--- config.mk ---
export PLATFORM = sky130hd
export DESIGN_NAME = axi_master_bridge
export DESIGN_NICKNAME = d
export VERILOG_FILES = /design/src/rtl/axi_master_bridge.sv
export SDC_FILE = /design/constraint.sdc
export NUM_CORES = 1
export LEC_CHECK = 0
export ABC_AREA = 1
export CAP_MARGIN = 0
export CORE_UTILIZATION = 37
export CTS_CLUSTER_SIZE = 40
export DETAILED_ROUTE_END_ITERATION = 16
export GPL_TIMING_DRIVEN = 0
export PLACE_DENSITY = 0.88
export SLEW_MARGIN = 15
export SYNTH_ARGS = -nofsm -noshare
export SYNTH_HDL_FRONTEND = slang
export SYNTH_SLANG_ARGS = --single-unit
--- constraint.sdc ---
create_clock -name ACLK -period 1.7 [get_ports ACLK]
set_input_delay 0.17 -clock ACLK [delete_from_list [all_inputs] [get_ports ACLK]]
set_output_delay 0.17 -clock ACLK [all_outputs]
set_load 0.1 [all_outputs]
--- src/rtl/axi_master_bridge.sv ---
// Single-outstanding AXI4-lite master: turns one core request into one AXI
// read or write transaction and returns a one-cycle response pulse.
`ifndef AXI_ADDR_WIDTH
`define AXI_ADDR_WIDTH 32
`endif
`ifndef AXI_DATA_WIDTH
`define AXI_DATA_WIDTH 32
`endif
`ifndef AXI_STRB_WIDTH
`define AXI_STRB_WIDTH (`AXI_DATA_WIDTH/8)
`endif
`ifndef OKAY
`define OKAY 2'b00
`endif

module axi_master_bridge (
  input  logic                       ACLK,
  input  logic                       ARESET,
  // core side
  input  logic                       req_valid,
  output logic                       req_ready,
  input  logic                       req_write,
  input  logic [`AXI_ADDR_WIDTH-1:0] req_addr,
  input  logic [`AXI_DATA_WIDTH-1:0] req_wdata,
  input  logic [`AXI_STRB_WIDTH-1:0] req_strb,
  output logic                       rsp_valid,
  output logic [`AXI_DATA_WIDTH-1:0] rsp_rdata,
  output logic                       rsp_err,
  // write address channel
  output logic                       AWVALID,
  output logic [`AXI_ADDR_WIDTH-1:0] AWADDR,
  output logic [2:0]                 AWPROT,
  input  logic                       AWREADY,
  // write data channel
  output logic                       WVALID,
  output logic [`AXI_DATA_WIDTH-1:0] WDATA,
  output logic [`AXI_STRB_WIDTH-1:0] WSTRB,
  input  logic                       WREADY,
  // write response channel
  input  logic                       BVALID,
  input  logic [1:0]                 BRESP,
  output logic                       BREADY,
  // read address channel
  output logic                       ARVALID,
  output logic [`AXI_ADDR_WIDTH-1:0] ARADDR,
  output logic [2:0]                 ARPROT,
  input  logic                       ARREADY,
  // read data channel
  input  logic                       RVALID,
  input  logic [`AXI_DATA_WIDTH-1:0] RDATA,
  input  logic [1:0]                 RRESP,
  output logic                       RREADY,
  // FSM state for checkers
  output logic [2:0]                 dbg_state
);

  // Handshake rule on every channel: a transfer happens on the rising edge
  // where VALID and READY are both high; the source holds VALID and payload
  // unchanged until then. req_valid/req_ready follow the same rule.
  typedef enum logic [2:0] {
    IDLE    = 3'd0,
    WR_REQ  = 3'd1,
    WR_RESP = 3'd2,
    RD_REQ  = 3'd3,
    RD_RESP = 3'd4
  } state_t;

  state_t state_q, state_d;
  logic   aw_done, w_done;
  logic   aw_done_d, w_done_d;
  logic   aw_valid_d, w_valid_d, ar_valid_d, b_ready_d, r_ready_d;
  logic   rsp_valid_d, rsp_err_d;
  logic [`AXI_ADDR_WIDTH-1:0] awaddr_d, araddr_d;
  logic [`AXI_DATA_WIDTH-1:0] wdata_d, rsp_rdata_d;
  logic [`AXI_STRB_WIDTH-1:0] wstrb_d;

  assign req_ready = (state_q == IDLE);
  assign AWPROT    = 3'b000;
  assign ARPROT    = 3'b000;
  assign dbg_state = state_q;

  always_ff @(posedge ACLK) begin
    if (ARESET) begin
      state_q   <= IDLE;
      AWVALID   <= 1'b0;
      WVALID    <= 1'b0;
      ARVALID   <= 1'b0;
      BREADY    <= 1'b0;
      RREADY    <= 1'b0;
      AWADDR    <= '0;
      ARADDR    <= '0;
      WDATA     <= '0;
      WSTRB     <= '0;
      aw_done   <= 1'b0;
      w_done    <= 1'b0;
      rsp_valid <= 1'b0;
      rsp_rdata <= '0;
      rsp_err   <= 1'b0;
    end else begin
      state_q   <= state_d;
      AWVALID   <= aw_valid_d;
      WVALID    <= w_valid_d;
      ARVALID   <= ar_valid_d;
      BREADY    <= b_ready_d;
      RREADY    <= r_ready_d;
      AWADDR    <= awaddr_d;
      ARADDR    <= araddr_d;
      WDATA     <= wdata_d;
      WSTRB     <= wstrb_d;
      aw_done   <= aw_done_d;
      w_done    <= w_done_d;
      rsp_valid <= rsp_valid_d;
      rsp_rdata <= rsp_rdata_d;
      rsp_err   <= rsp_err_d;
    end
  end

  always_comb begin
    state_d     = state_q;
    aw_valid_d  = AWVALID;
    w_valid_d   = WVALID;
    ar_valid_d  = ARVALID;
    b_ready_d   = BREADY;
    r_ready_d   = RREADY;
    awaddr_d    = AWADDR;
    araddr_d    = ARADDR;
    wdata_d     = WDATA;
    wstrb_d     = WSTRB;
    aw_done_d   = aw_done;
    w_done_d    = w_done;
    rsp_valid_d = 1'b0;
    rsp_rdata_d = rsp_rdata;
    rsp_err_d   = rsp_err;

    case (state_q)
      IDLE: begin
        if (req_valid) begin
          awaddr_d = req_addr;
          araddr_d = req_addr;
          wdata_d  = req_wdata;
          wstrb_d  = req_strb;
          if (req_write) begin
            state_d    = WR_REQ;
            aw_valid_d = 1'b1;
            w_valid_d  = 1'b1;
            aw_done_d  = 1'b0;
            w_done_d   = 1'b0;
          end else begin
            state_d    = RD_REQ;
            ar_valid_d = 1'b1;
          end
        end
      end
      WR_REQ: begin
        // AW and W complete independently, in either order or together.
        if (AWVALID && AWREADY) begin
          aw_done_d  = 1'b1;
          aw_valid_d = 1'b0;
        end
        if (WVALID && WREADY) begin
          w_done_d  = 1'b1;
          w_valid_d = 1'b0;
        end
        if (aw_done_d && w_done_d) begin
          state_d   = WR_RESP;
          b_ready_d = 1'b1;
        end
      end
      WR_RESP: begin
        if (BVALID && BREADY) begin
          state_d     = IDLE;
          b_ready_d   = 1'b0;
          rsp_valid_d = 1'b1;
          rsp_rdata_d = '0;
          rsp_err_d   = (BRESP != `OKAY);
        end
      end
      RD_REQ: begin
        if (ARVALID && ARREADY) begin
          state_d    = RD_RESP;
          ar_valid_d = 1'b0;
          r_ready_d  = 1'b1;
        end
      end
      RD_RESP: begin
        if (RVALID && RREADY) begin
          state_d     = IDLE;
          r_ready_d   = 1'b0;
          rsp_valid_d = 1'b1;
          rsp_rdata_d = RDATA;
          rsp_err_d   = (RRESP != `OKAY);
        end
      end
      default: state_d = IDLE;
    endcase
  end

endmodule

==> impl_metrics.csv <==
group,metric,value,unit
placed_design,gp_congestion,0.798,
synth,synth-seq-cells,112,
detailed_routing,num_vias,4542,
worst_hold_path,holdCritStartpoint,"req_addr[29]",
synth,yosysTopAreaCell,"dfxtp_1",
clock_network,cts_setup_buffers,0,
layout,drive_above_1_share,0.265,
clock_network,root_buffer,"clkbuf_16",
setup_path,path_cells,"clkdlybuf4s15_1",
setup_path,rrSetupSlack,140,ps
power,power,0.0113,W
floorplanning,die-area,12000,sq um
layout,final_common_cell,"nand2_1",
sta,slew_headroom,0.359,
outcome,status,"completed",
grt,grt_pass1_wl,20.1,mm
synth,syn-cell-area,4280,sq um
placed_design,dp_hpwl,10.3,mm
detailed_routing,drtPass1Iterations,4,
synth,yosysWarnings,0,
synth,yosysTopAreaCellShare,0.524,
clock_network,clock_latency,340,ps
placed_design,io_buffer_count,254,
grt,grt_usage,0.221,
detailed_routing,wl_per_cell,13.9,microns
clock_network,clock_path_buffers,2,
sta,hold_violations,0,
worst_hold_path,min_to,"ARADDR[29]$_SDFFE_PP0P_",
setup_path,cpLargestDelayFamily,"buffers and inverters",
layout,nNetsFinal,945,
setup_path,arrival,1500,ps
floorplanning,die_y,110,microns
grt,grt_overflow,0,
clock_network,htree_levels,3,
sta,slew_violations,0,
clock_network,cts_tree,"yes",
sta,timing.hold.ws,378,ps
setup_path,setup.worst_path.class,"register to primary output",
floorplanning,start_util,0.387,
setup_path,reg2reg_to,"ARADDR[21]$_SDFFE_PP0P_",
synth,ys_seq_area_frac,0.524,
setup_path,cp_max_fo,2,
sta,finalSetupViolCount,0,
floorplanning,rows,38,
synth,synth.distinct_cells,20,
layout,area_growth,70.5,%
detailed_routing,route.detailed.drc,0,
grt,grt_max_degree,19,
layout,num_antenna_cells,0,
layout,fin_util,0.659,
detailed_routing,ant_nets,0,
detailed_routing,viasPerCell,4.65,
setup_path,required,1530,ps
setup_path,crit_slowest_cell,"clkdlybuf4s15_1",
setup_path,r2r_start,"dbg_state[0]$_SDFFE_PP0P_",
detailed_routing,drt-total-wl,13.6,mm
sta,period_needed,1670,ps
clock_network,clk_transition_reported_paths,80,ps
synth,syn_avg_cell_area,7.62,sq um
power,ir_drop,1.12,mV
clock_network,hold_buffers,0,
power,p_leak,2.89,nW
run,drv_cap,0,
clock_network,numCtsBuffers,9,
detailed_routing,drt_iter0_markers,216,
grt,antenna_found_initial,0,
sta,rsz0062_at_grt,"false",
setup_path,crit_path_end_kind,"primary output",
floorplanning,coreArea,11100,sq um
setup_path,r2r_cells,7,
setup_path,cpPeakStageDelay,830,ps
worst_hold_path,hold_path_depth,3,
layout,layout_common_cells,"225 x nand2_1, 112 x a21oi_1, 111 x clkdlybuf4s50_1, 107 x dfxtp_1, 99 x clkdlybuf4s15_2",
synth,yosys-top-cells-area,"dfxtp_1 52%, nand2_1 20%, a21oi_1 13%",
power,pwr_density_cell,1550,nW/um^2
worst_hold_path,hp-class,"primary input to register",
sta,timing.fmax,598,MHz
floorplanning,ioPinCount,262,
setup_path,critPathBufInv,1,
setup_path,critPathLaunchType,"register",
synth,syn_inst,562,
grt,grt_pass1_vias,4167,
sta,final.period_utilization,0.984,
sta,tightestPinTransition,965,ps
sta,finClkSkew,8.29,ps
clock_network,cts_num_sinks,112,
floorplanning,die_width,110,microns
[per-stage QoR]
| step | instance area [sq um] | TNS, ps | cells | setup slack [ps] |
|---|---|---|---|---|
| after detailed placement | 7040 | -2570 | 961 | -374 |
| after CTS | 7490 | 0 | 977 | 0.933 |
| after global routing | 7300 | 0 | 977 | 0.343 |
| after global placement | 7040 | -1810 | 961 | -364 |
| final | 7300 | 0 | 977 | 26.5 |
| after floorplan | 4330 | -47.6 | 567 | -23.8 |
[power breakdown]
part	internal, W	leakage (nW)	switching [W]
Combinational	0.00130	1.83	0.00456
Clock	0.00124	0.149	0.000970
Sequential	0.00297	0.916	0.000258
[Yosys cell counts (all sizes together)]
cell type    n
nand2      227
a21oi      112
dfxtp      112
buf         55
clkbuf      15
nor2        14
inv         11
nand3        7
nand4        2
o21ai        2
or2          2
a31oi        1
conb         1
nor3         1
[cell families (layout without fill, tap and decap cells)]
group | Yosys count | after routing | synth area share
flip-flops | 112 | 112 | 0.524
AND/OR/NAND/NOR | 253 | 253 | 0.229
other | 1 | 6 | 0.000876
buffers and inverters | 81 | 351 | 0.112
AO/OA/AOI/OAI | 115 | 115 | 0.135
[registers in the layout, summed over array words and instances, names as in the netlist, 3 cells and up]
| name | cells |
|---|---|
| ARADDR | 32 |
| WDATA | 32 |
| rsp_rdata | 32 |
| WSTRB | 4 |
| dbg_state | 3 |
[what timing repair did]
action,in CTS,in global routing
cloned,0,0
resized for setup,388,41
setup endpoints to repair,143,41
[layout make-up]
cell class | count | area [sq um]
buffer | 70 | 437
clock buffer | 11 | 253
clock inverter | 5 | 62.6
fill | 937 | 3780
inverter | 11 | 50.0
multi-input combinational | 374 | 1590
sequential | 112 | 2260
tap | 140 | 175
timing repair buffer | 254 | 2470
[per-layer routing]
layer  track usage  up-vias  wire length (microns)
li1              -     2285                      -
met1         0.238     2027                   5250
met2         0.394      213                   6720
met3        0.0753       17                   1400
met4        0.0914        0                    258
met5             0        -                      0
[worst max path at each step]
stage | start | to | slack (ps) | cells past startpoint
final | WDATA[18]$_SDFFE_PP0P_ | WDATA[18] | 30 | 1
after global routing | rsp_rdata[22]$_SDFFE_PP0P_ | rsp_rdata[22] | 0.3 | 1
after CTS | ARADDR[31]$_SDFFE_PP0P_ | ARADDR[31] | 0.9 | 1
after detailed placement | dbg_state[0]$_SDFFE_PP0P_ | req_ready | -370 | 4
after global placement | dbg_state[0]$_SDFFE_PP0P_ | req_ready | -360 | 4
after floorplan | dbg_state[0]$_SDFFE_PP0P_ | AWVALID$_SDFFE_PP0P_ | -20 | 7
[tightest hold or removal path, delay by kind of cell]
kind | cells | cell delay [ps]
compound gates | 1 | 50
buf+inv | 1 | 390
simple gates | 1 | 60
Power figures use the tool's default switching activity.
==> RTL edit: new RTL, same flow settings <==
`ARADDR` no longer has a reset.
--- a/src/rtl/axi_master_bridge.sv
+++ b/src/rtl/axi_master_bridge.sv
@@ -89,5 +89,4 @@
       RREADY    <= 1'b0;
       AWADDR    <= '0;
-      ARADDR    <= '0;
       WDATA     <= '0;
       WSTRB     <= '0;
@@ -105,5 +104,4 @@
       RREADY    <= r_ready_d;
       AWADDR    <= awaddr_d;
-      ARADDR    <= araddr_d;
       WDATA     <= wdata_d;
       WSTRB     <= wstrb_d;
@@ -114,4 +112,8 @@
       rsp_err   <= rsp_err_d;
     end
+  end
+
+  always_ff @(posedge ACLK) begin
+    ARADDR <= araddr_d;
   end
 
Formal check against the unedited RTL: not equivalent (Yosys sat finds a counterexample within 4 cycles, from zero or initial values and one cycle with ARESET high).
==> RTL edit against the original RTL <==
Utilization is 0.42 points lower; routed wire length is 13% higher; setup slack better by 26 ps; power is 25% higher; sequential cell count is 32 higher; final area is 20% higher; first-iteration DRC count is 19% higher; area after synthesis is 20% higher; largest power group unchanged.
==> RTL edit: results (changes against the original RTL) <==
[synth]
synth_top_cells_by_count = nand2_1, dfxtp_1, a21oi_1
synth_area_leaders = dfxtp_1, edfxtp_1, nand2_1
ys_seq_area_frac = 0.625  ; +0.101
async_reset_ff_frac = 0  ; unchanged
yosys_warnings = 0  ; unchanged
synth.distinct_cells = 24  ; +20%
ys.flop_type = dfxtp_1
synth_edf_count = 32  ; +32

[min_path]
min_from = ARESET
holdPathEnd = dbg_state[0]$_SDFFE_PP0P_
worstHoldPathCells = 4  ; +1
hold_class = in -> reg

[place]
place_congestion = 0.785  ; -1.7%
placed_area_um2 = 7950  ; +13%
dpl.hpwl_um = 11200  ; +9.1%

[clocking]
cts_buffer_depth = 2  ; unchanged
cts.clk_slew.worst_paths_ps = 60  ; -20 ps
insertion_delay_ps = 410  ; +70 ps
htree_levels = 4  ; +1
cts_buffers = 17  ; +8
cts-root-buf = clkbuf_16

[timing]
slew_violations = 0  ; unchanged
fin_skew_ps = 6.16  ; -2.13 ps
max_slew_margin = 0.544  ; +0.185
holdWs_ps = 218  ; -161 ps

[power_and_ir_drop]
power.switching_uw = 6150  ; +6.3%
p_leak_uw = 0.00322  ; +11%
ir_drop_mv = 1.45  ; +29%

[cells_and_area]
drive_gt1_frac = 0.263  ; -0.00208
n_fill_cell = 1076  ; +15%
nets = 955  ; +1.1%
syn_to_final_growth_pct = 71.2
num_antenna_cells = 0  ; unchanged

[global_route]
antenna_found_initial = 0  ; unchanged
grt_max_degree = 42  ; +23
grt_pass1_vias = 4805  ; +15%
grt_pass1_wl_um = 24500  ; +22%
track_usage = 0.220  ; -0.000710

[worst_setup_path]
slowest_delay_ps = 440  ; -390 ps
critPathMaxFanout = 5  ; +3
r2r_cells = 8  ; +1
r2r-end = WDATA[22]$_SDFFE_PP0P_
crit_slowest_cell = buf_2
cpLargestDelayFamily = buffers and inverters
timing.rr.start = dbg_state[0]$_SDFFE_PP0P_
path_class = reg -> out
arrival_ps = 1480  ; -20 ps
ff2ff_setup_slack_ps = 240  ; +100 ps

[routing]
drt-initial-drc-count = 258  ; +19%
via_per_inst = 4.65  ; about the same
drt-total-wl_um = 15400  ; +13%
drt-pass1-iter-count = 4  ; unchanged

[run_status]
outcome = finished, final reports clean

==> RTL edit: cells by family after synthesis <==
family          Yosys count  share of synthesized area
other cells               1                   0.000732
compound gates          114                      0.112
simple gates            254                      0.201
buf+inv                  51                     0.0613
flops                   144                      0.625
==> RTL edit: power groups by stage <==
stage               clock, uW  sequential, uW  combinational (uW)
CTS                      4140            4240                5810
detailed placement          0            4310                5940
finish                   4060            4240                5790
global route             4290            4290                6050
global placement            0            4290                5880
floorplan                   0            7400                1330
==> RTL edit: cell type report <==
type,count,area share
flip-flops and latches,144,0.367
clock buffers,19,0.0505
multi-input cells,374,0.186
clock inverters,13,0.0240
plain buffers,39,0.0319
repair buffers,254,0.309
inverters,12,0.00627
well taps,176,0.0251
==> RTL edit: worst max-delay path by stage <==
stage	to	slack [ps]	depth (start not counted)
2_1_floorplan	ARADDR[0]$_DFFE_PP_	-2	6
3_3_place_gp	req_ready	-230	4
3_5_place_dp	req_ready	-240	4
4_1_cts	req_ready	30	4
5_1_grt	req_ready	2	4
6_report	req_ready	50	4
==> RTL edit: repair_timing <==
action,CTS,global route
setup buffers,0,0
resized for setup,431,0
setup endpoints to repair,143,0
==> RTL edit: stage by stage <==
stage	cells	setup TNS [ps]	setup WS, ps	total power [uW]
floorplan	569	-59.7	-1.87	8730
global placement	999	-227	-227	10200
detailed placement	999	-246	-237	10200
CTS	1031	0	25.3	14200
global route	1031	0	2.01	14600
finish	1031	0	52.9	14100
==> RTL edit: metal layers <==
layer / routed length, um / vias to the layer above / track usage
met1: 6270 / 2214 / 0.250
li1: - / 2388 / -
met3: 1010 / 9 / 0.0608
met5: 0 / - / 0
met4: 125 / 0 / 0.0617
met2: 7950 / 186 / 0.402
